--- src/rtl/gp0_cmd_fifo_pkg.sv ---
// Shared types and constants for the GP0 command FIFO and its packet-length decoder.
package gp0_cmd_fifo_pkg;

  typedef enum logic [2:0] {
    FS_HEAD,
    FS_PACKET,
    FS_POLY,
    FS_CPY_HDR,
    FS_CPY_DATA
  } fifoState_t;

  localparam logic [31:0] POLY_TERM_MASK  = 32'h5000_5000;
  localparam logic [31:0] POLY_TERM_VALUE = 32'h5000_5000;
  localparam int          GP0_MAX_PACKET  = 12;
  localparam int          LEN_W           = $clog2(GP0_MAX_PACKET + 1);

  typedef logic [LEN_W-1:0] len_t;

endpackage

--- src/rtl/gp0_cmd_fifo_length.sv ---
// Combinational GP0 opcode decoder: packet length in words plus polyline / CPU->VRAM flags.
module gp0_cmd_length
  import gp0_cmd_fifo_pkg::*;
(
  input  logic [7:0] op,
  output len_t       len,
  output logic       is_poly,
  output logic       is_cpy
);

  len_t nv;

  always_comb begin
    len     = len_t'(1);
    is_poly = 1'b0;
    is_cpy  = 1'b0;
    nv      = op[3] ? len_t'(4) : len_t'(3);
    case (op[7:5])
      3'b000: if (op == 8'h02) len = len_t'(3);
      // polygon: op[4]=gouraud, op[3]=quad, op[2]=textured
      3'b001: len = len_t'(1) + (op[2] ? (nv << 1) : nv) + (op[4] ? nv - len_t'(1) : len_t'(0));
      3'b010: begin
        len     = op[4] ? len_t'(4) : len_t'(3);
        is_poly = op[3];
      end
      3'b011: len = len_t'(2) + len_t'(op[2]) + len_t'(op[4:3] == 2'b00);
      3'b100: len = len_t'(4);
      3'b101: begin
        len    = len_t'(3);
        is_cpy = 1'b1;
      end
      3'b110: len = len_t'(3);
      default: len = len_t'(1);
    endcase
  end

endmodule

--- src/rtl/gp0_cmd_fifo.sv ---
// GP0 command FIFO with packet framer: holds cmdReady low until a whole packet is buffered
// and tracks polyline and CPU->VRAM variable-length tails.
module gp0_cmd_fifo
  import gp0_cmd_fifo_pkg::*;
#(
  parameter int DEPTH_LOG2 = 4
) (
  input  logic                  clk,
  input  logic                  i_nrst,
  input  logic                  i_flush,
  input  logic                  i_wr,
  input  logic [31:0]           i_data,
  output logic                  o_full,
  input  logic                  i_rd,
  output logic [31:0]           o_data,
  output logic                  o_empty,
  output logic [DEPTH_LOG2:0]   o_count,
  output logic                  o_cmdReady,
  output logic                  o_dataPhase,
  output logic                  o_isTerminator
);

  localparam int DEPTH = 1 << DEPTH_LOG2;
  localparam int CNT_W = DEPTH_LOG2 + 1;

  logic [31:0]           mem [DEPTH];
  logic [DEPTH_LOG2-1:0] wr_ptr, rd_ptr;
  logic [CNT_W-1:0]      count;
  fifoState_t            state;
  logic [18:0]           rem;
  logic                  poly_pend;

  logic [31:0] head;
  logic        empty, full, do_push, do_pop, is_term;
  len_t        len;
  logic        is_poly, is_cpy;

  logic [9:0]  w_m1;
  logic [8:0]  h_m1;
  logic [20:0] prod;
  logic [18:0] rem_load;

  assign head    = mem[rd_ptr];
  assign empty   = (count == '0);
  assign full    = (count == CNT_W'(DEPTH));
  assign do_pop  = i_rd && !empty;
  assign do_push = i_wr && (!full || i_rd);
  assign is_term = (head & POLY_TERM_MASK) == POLY_TERM_VALUE;

  gp0_cmd_length u_len (
    .op      (head[31:24]),
    .len     (len),
    .is_poly (is_poly),
    .is_cpy  (is_cpy)
  );

  // size field 0 wraps to the maximum (1024 x 512)
  assign w_m1     = 10'(head[15:0] - 16'd1);
  assign h_m1     = 9'(head[31:16] - 16'd1);
  assign prod     = (21'(w_m1) + 21'd1) * (21'(h_m1) + 21'd1);
  assign rem_load = 19'((prod + 21'd1) >> 1);

  always_ff @(posedge clk) begin
    if (do_push && !i_flush) mem[wr_ptr] <= i_data;
  end

  always_ff @(posedge clk or negedge i_nrst) begin
    if (!i_nrst) begin
      wr_ptr <= '0;
      rd_ptr <= '0;
      count  <= '0;
    end else if (i_flush) begin
      wr_ptr <= '0;
      rd_ptr <= '0;
      count  <= '0;
    end else begin
      if (do_push) wr_ptr <= wr_ptr + DEPTH_LOG2'(1);
      if (do_pop)  rd_ptr <= rd_ptr + DEPTH_LOG2'(1);
      if (do_push && !do_pop)      count <= count + CNT_W'(1);
      else if (do_pop && !do_push) count <= count - CNT_W'(1);
    end
  end

  always_ff @(posedge clk or negedge i_nrst) begin
    if (!i_nrst) begin
      state     <= FS_HEAD;
      rem       <= '0;
      poly_pend <= 1'b0;
    end else if (i_flush) begin
      state     <= FS_HEAD;
      rem       <= '0;
      poly_pend <= 1'b0;
    end else if (do_pop) begin
      case (state)
        FS_HEAD: begin
          rem       <= 19'(len) - 19'd1;
          poly_pend <= 1'b0;
          if (is_cpy) state <= FS_CPY_HDR;
          else if (is_poly) begin
            if (len == len_t'(1)) state <= FS_POLY;
            else begin
              state     <= FS_PACKET;
              poly_pend <= 1'b1;
            end
          end else if (len != len_t'(1)) state <= FS_PACKET;
        end
        FS_PACKET: begin
          rem <= rem - 19'd1;
          if (rem == 19'd1) begin
            state     <= poly_pend ? FS_POLY : FS_HEAD;
            poly_pend <= 1'b0;
          end
        end
        FS_POLY: if (is_term) state <= FS_HEAD;
        FS_CPY_HDR: begin
          if (rem == 19'd1) begin
            rem   <= rem_load;
            state <= FS_CPY_DATA;
          end else rem <= rem - 19'd1;
        end
        FS_CPY_DATA: begin
          rem <= rem - 19'd1;
          if (rem == 19'd1) state <= FS_HEAD;
        end
        default: state <= FS_HEAD;
      endcase
    end
  end

  always_comb begin
    o_cmdReady = 1'b0;
    case (state)
      FS_HEAD: o_cmdReady = !empty && (count >= CNT_W'(len));
      default: o_cmdReady = !empty;
    endcase
  end

  assign o_dataPhase    = (state == FS_CPY_DATA);
  assign o_isTerminator = (state == FS_POLY) && !empty && is_term;
  assign o_data         = empty ? 32'd0 : head;
  assign o_empty        = empty;
  assign o_full         = full;
  assign o_count        = count;

endmodule

--- config.mk ---
export PLATFORM = sky130hd
export DESIGN_NAME = gp0_cmd_fifo
export DESIGN_NICKNAME = d
export VERILOG_FILES = /design/src/rtl/gp0_cmd_fifo_pkg.sv /design/src/rtl/gp0_cmd_fifo_length.sv /design/src/rtl/gp0_cmd_fifo.sv
export SDC_FILE = /design/constraint.sdc
export NUM_CORES = 1
export LEC_CHECK = 0
export CAP_MARGIN = 10
export CORE_MARGIN = 2
export CORE_UTILIZATION = 55
export CTS_CLUSTER_DIAMETER = 40
export DETAILED_ROUTE_END_ITERATION = 10
export GPL_TIMING_DRIVEN = 0
export MAX_ROUTING_LAYER = met4
export PLACE_DENSITY_LB_ADDON = 0.25
export SLEW_MARGIN = 0
export SYNTH_ARGS = -nofsm -noshare
export SYNTH_HDL_FRONTEND = slang
export SYNTH_SLANG_ARGS = --single-unit
--- constraint.sdc ---
create_clock -name clk -period 8.5 [get_ports clk]
set_input_delay 2.125 -clock clk [delete_from_list [all_inputs] [get_ports clk]]
set_output_delay 2.125 -clock clk [all_outputs]
set_load 0.01 [all_outputs]
==> results.toml <==
[run_status]
outcome = "complete, no violations"

[place]
place.port_buffers = 78
gp_congestion = 0.882
place_hpwl_mm = 42.2
dp_slack_ns = -1.97

[worst_setup_path]
worstPathRequired_ns = 9.05
critPathMaxStageDelay_ns = 0.57
cp-end-kind = "flop"
cp_slowest_cell = "fa_1"
cp_max_fo = 11
critical_path_buf_inv_count = 10
critical_path_class = "reg2reg"
critPathArrivalTime_ns = 8.90
crit_top_cell = "fa_1"
start_kind = "flop"
reg2reg_slack_ns = 0.15
path_delay_family = "adder cells"

[clock_network]
clockBufferDepth = 3
root_buffer = "clkbuf_16"
cts_made_buffers = 72
clk_pin_slew_ns = 0.06
cts.sinks = 548
holdBufCountCts = 0
cts_tree = "yes"
clock_latency_ns = 0.63
cts_max_level = 3

[grt]
grt_usage = 0.277
grt_pass1_vias = 16037
grt_max_degree = 28
grt_overflow_total = 0
antenna_found_initial = 2
grt_pass1_wl_mm = 99.0

[timing]
fin_crit_ns = 8.35
fin_worst_skew_ns = 0.0219
layout_worst_path_cycle_share = 0.982
fin_tns_setup_ns = 0
finalSetupViolCount = 0
finalMaxSlewViolations = 0
hold_viol_final = 0
timing.fmax_ghz = 0.120
tightestPinTransition_ns = 1.24
rsz0062_at_grt = "true"
slew-limit-headroom = 0.163
whs_ns = 0.525
fin_ws_ns = 0.150

[drt]
drtPass1Iterations = 7
routed_wl_mm = 67.7
dr.first_iter.drc_count = 1690
vias = 15936
vias_per_cell = 6.15
avgRoutedWirePerCell_um = 26.1
drc = 0
antenna_left = 0

[logic_synthesis]
synth_nets = 1856
synthArstFlopShare = 0.0657
synth_edf_count = 512
ys_types = 83
syn_area_um2 = 27000
synthFlopType = "edfxtp_1"
synth.avg_cell_area_um2 = 16.2
synth_seq_cells = 548
yosysSeqAreaShare = 0.603
syn_inst = 1669
ys_warn_count = 0

[floorplanning]
die_w_um = 226
core_um2 = 48600
ios = 79
die_h_um = 226
start_util = 0.555
core.rowCount = 81
die_area_um2 = 50900

[finish]
mostFrequentLayoutCells = "edfxtp_1, nor2_1, mux4_2"
fillers = 3165
syn_to_final_growth_pct = 21.0
drive_gt1_frac = 0.239
final_common_cell = "edfxtp_1"
nets = 2097

[run]
cap_violations = 0

[min_path]
hp-class = "reg2reg"
-- sequential cells by signal, indices dropped and copies added (netlist names) --
name       cells
state          3
wr_ptr         4
rem           19
poly_pend      1
o_count        5
mem          512
rd_ptr         4
-- logic make-up (layout without fill, tap and decap cells) --
family,count (synthesis),count (layout),synth area share
adder cells (fa/ha/maj),150,150,0.0893
AND/OR/NAND/NOR,383,383,0.0714
AO/OA/AOI/OAI,181,181,0.0489
multiplexers,156,156,0.131
flip-flops,548,548,0.603
XOR/XNOR,71,71,0.0241
other,0,2,0
buffers and inverters,180,480,0.0322
-- what timing repair did --
action / CTS / global route
setup endpoints to repair: 15 / 10
resized for setup: 54 / 50
buffers inserted: 18 / 42
pin swaps: 16 / 21
gates cloned: 0 / 1
hold endpoints to repair: 0 / 0
-- worst reg2reg max path: cells and delay by family (launching register included) --
kind            cells  cell delay (ns)
fa+ha+maj           7             3.07
compound gates      9             1.93
buf+inv            10             1.20
simple gates        4             0.87
mux                 1             0.54
flops               1             0.39
xor+xnor            1             0.31
-- cells in the mapped netlist (5+ instances only) --
cell,count,area (um2)
nand3b_1,5,37.5
nand2b_1,41,257
ha_1,79,988
and2_1,8,50.1
a31oi_1,7,43.8
nand2_1,69,259
nor4_1,7,43.8
clkbuf_1,29,109
mux2i_1,5,50.1
inv_1,108,405
buf_12,5,100
mux4_1,38,998
or2_2,9,56.3
fa_1,71,1420
nor2_1,134,503
mux4_2,108,2430
buf_6,7,78.8
a21oi_1,43,215
or3_1,11,68.8
nor2b_1,29,181
xnor2_1,43,377
o21bai_1,6,45.0
a221oi_4,5,131
nor3_1,26,130
a22o_1,14,123
edfxtp_1,512,15400
o21ai_0,44,220
buf_2,15,75.1
dfrtp_1,36,901
a221oi_2,5,75.1
o211ai_1,5,37.5
a21o_1,9,67.6
o21ai_1,5,25.0
nand3_1,11,55.1
xor2_1,25,219
buf_4,9,67.6
-- layer usage --
metal | track usage | wire length (um) | vias to the layer above
li1 | - | - | 6880
met1 | 0.359 | 26100 | 8192
met2 | 0.447 | 34500 | 743
met3 | 0.0450 | 5310 | 121
met4 | 0.100 | 1830 | 0
met5 | - | 0 | -
-- final timing paths --
| check | startpoint | to | depth (start not counted) |
|---|---|---|---|
| worst max-delay path | rd_ptr[0]$_DFFE_PN0P_ | rem[18]$_DFFE_PN0P_ | 32 |
| min in group asynchronous | i_nrst | wr_ptr[2]$_DFFE_PN0P_ | 1 |
| max in group asynchronous | i_nrst | rd_ptr[1]$_DFFE_PN0P_ | 2 |
| worst max register to register | rd_ptr[0]$_DFFE_PN0P_ | rem[18]$_DFFE_PN0P_ | 32 |
| worst min-delay path | rem[17]$_DFFE_PN0P_ | rem[17]$_DFFE_PN0P_ | 2 |
| worst min register to register | rem[17]$_DFFE_PN0P_ | rem[17]$_DFFE_PN0P_ | 2 |
-- final cells by class --
| class | count | area [um2] | share of cell area |
|---|---|---|---|
| antenna | 2 | 5.00 | 0.000153 |
| sequential | 548 | 16300 | 0.498 |
| clock buffer | 81 | 1840 | 0.0562 |
| buffer | 68 | 553 | 0.0169 |
| multi-input combinational | 941 | 10300 | 0.317 |
| timing repair buffer | 170 | 1810 | 0.0554 |
| tap | 622 | 778 | 0.0238 |
| inverter | 109 | 412 | 0.0126 |
| clock inverter | 52 | 647 | 0.0198 |
-- per-stage QoR --
step	area, um2	cells	util
finish	32700	2593	0.671
global route	32700	2593	0.671
CTS	32100	2549	0.659
detailed placement	29200	2400	0.600
global placement	28500	2369	0.587
floorplan	27000	1669	-
Power is left out: the tool's default activity adds up to more than one toggle a clock period on the data nets, which glitch-free logic cannot reach.
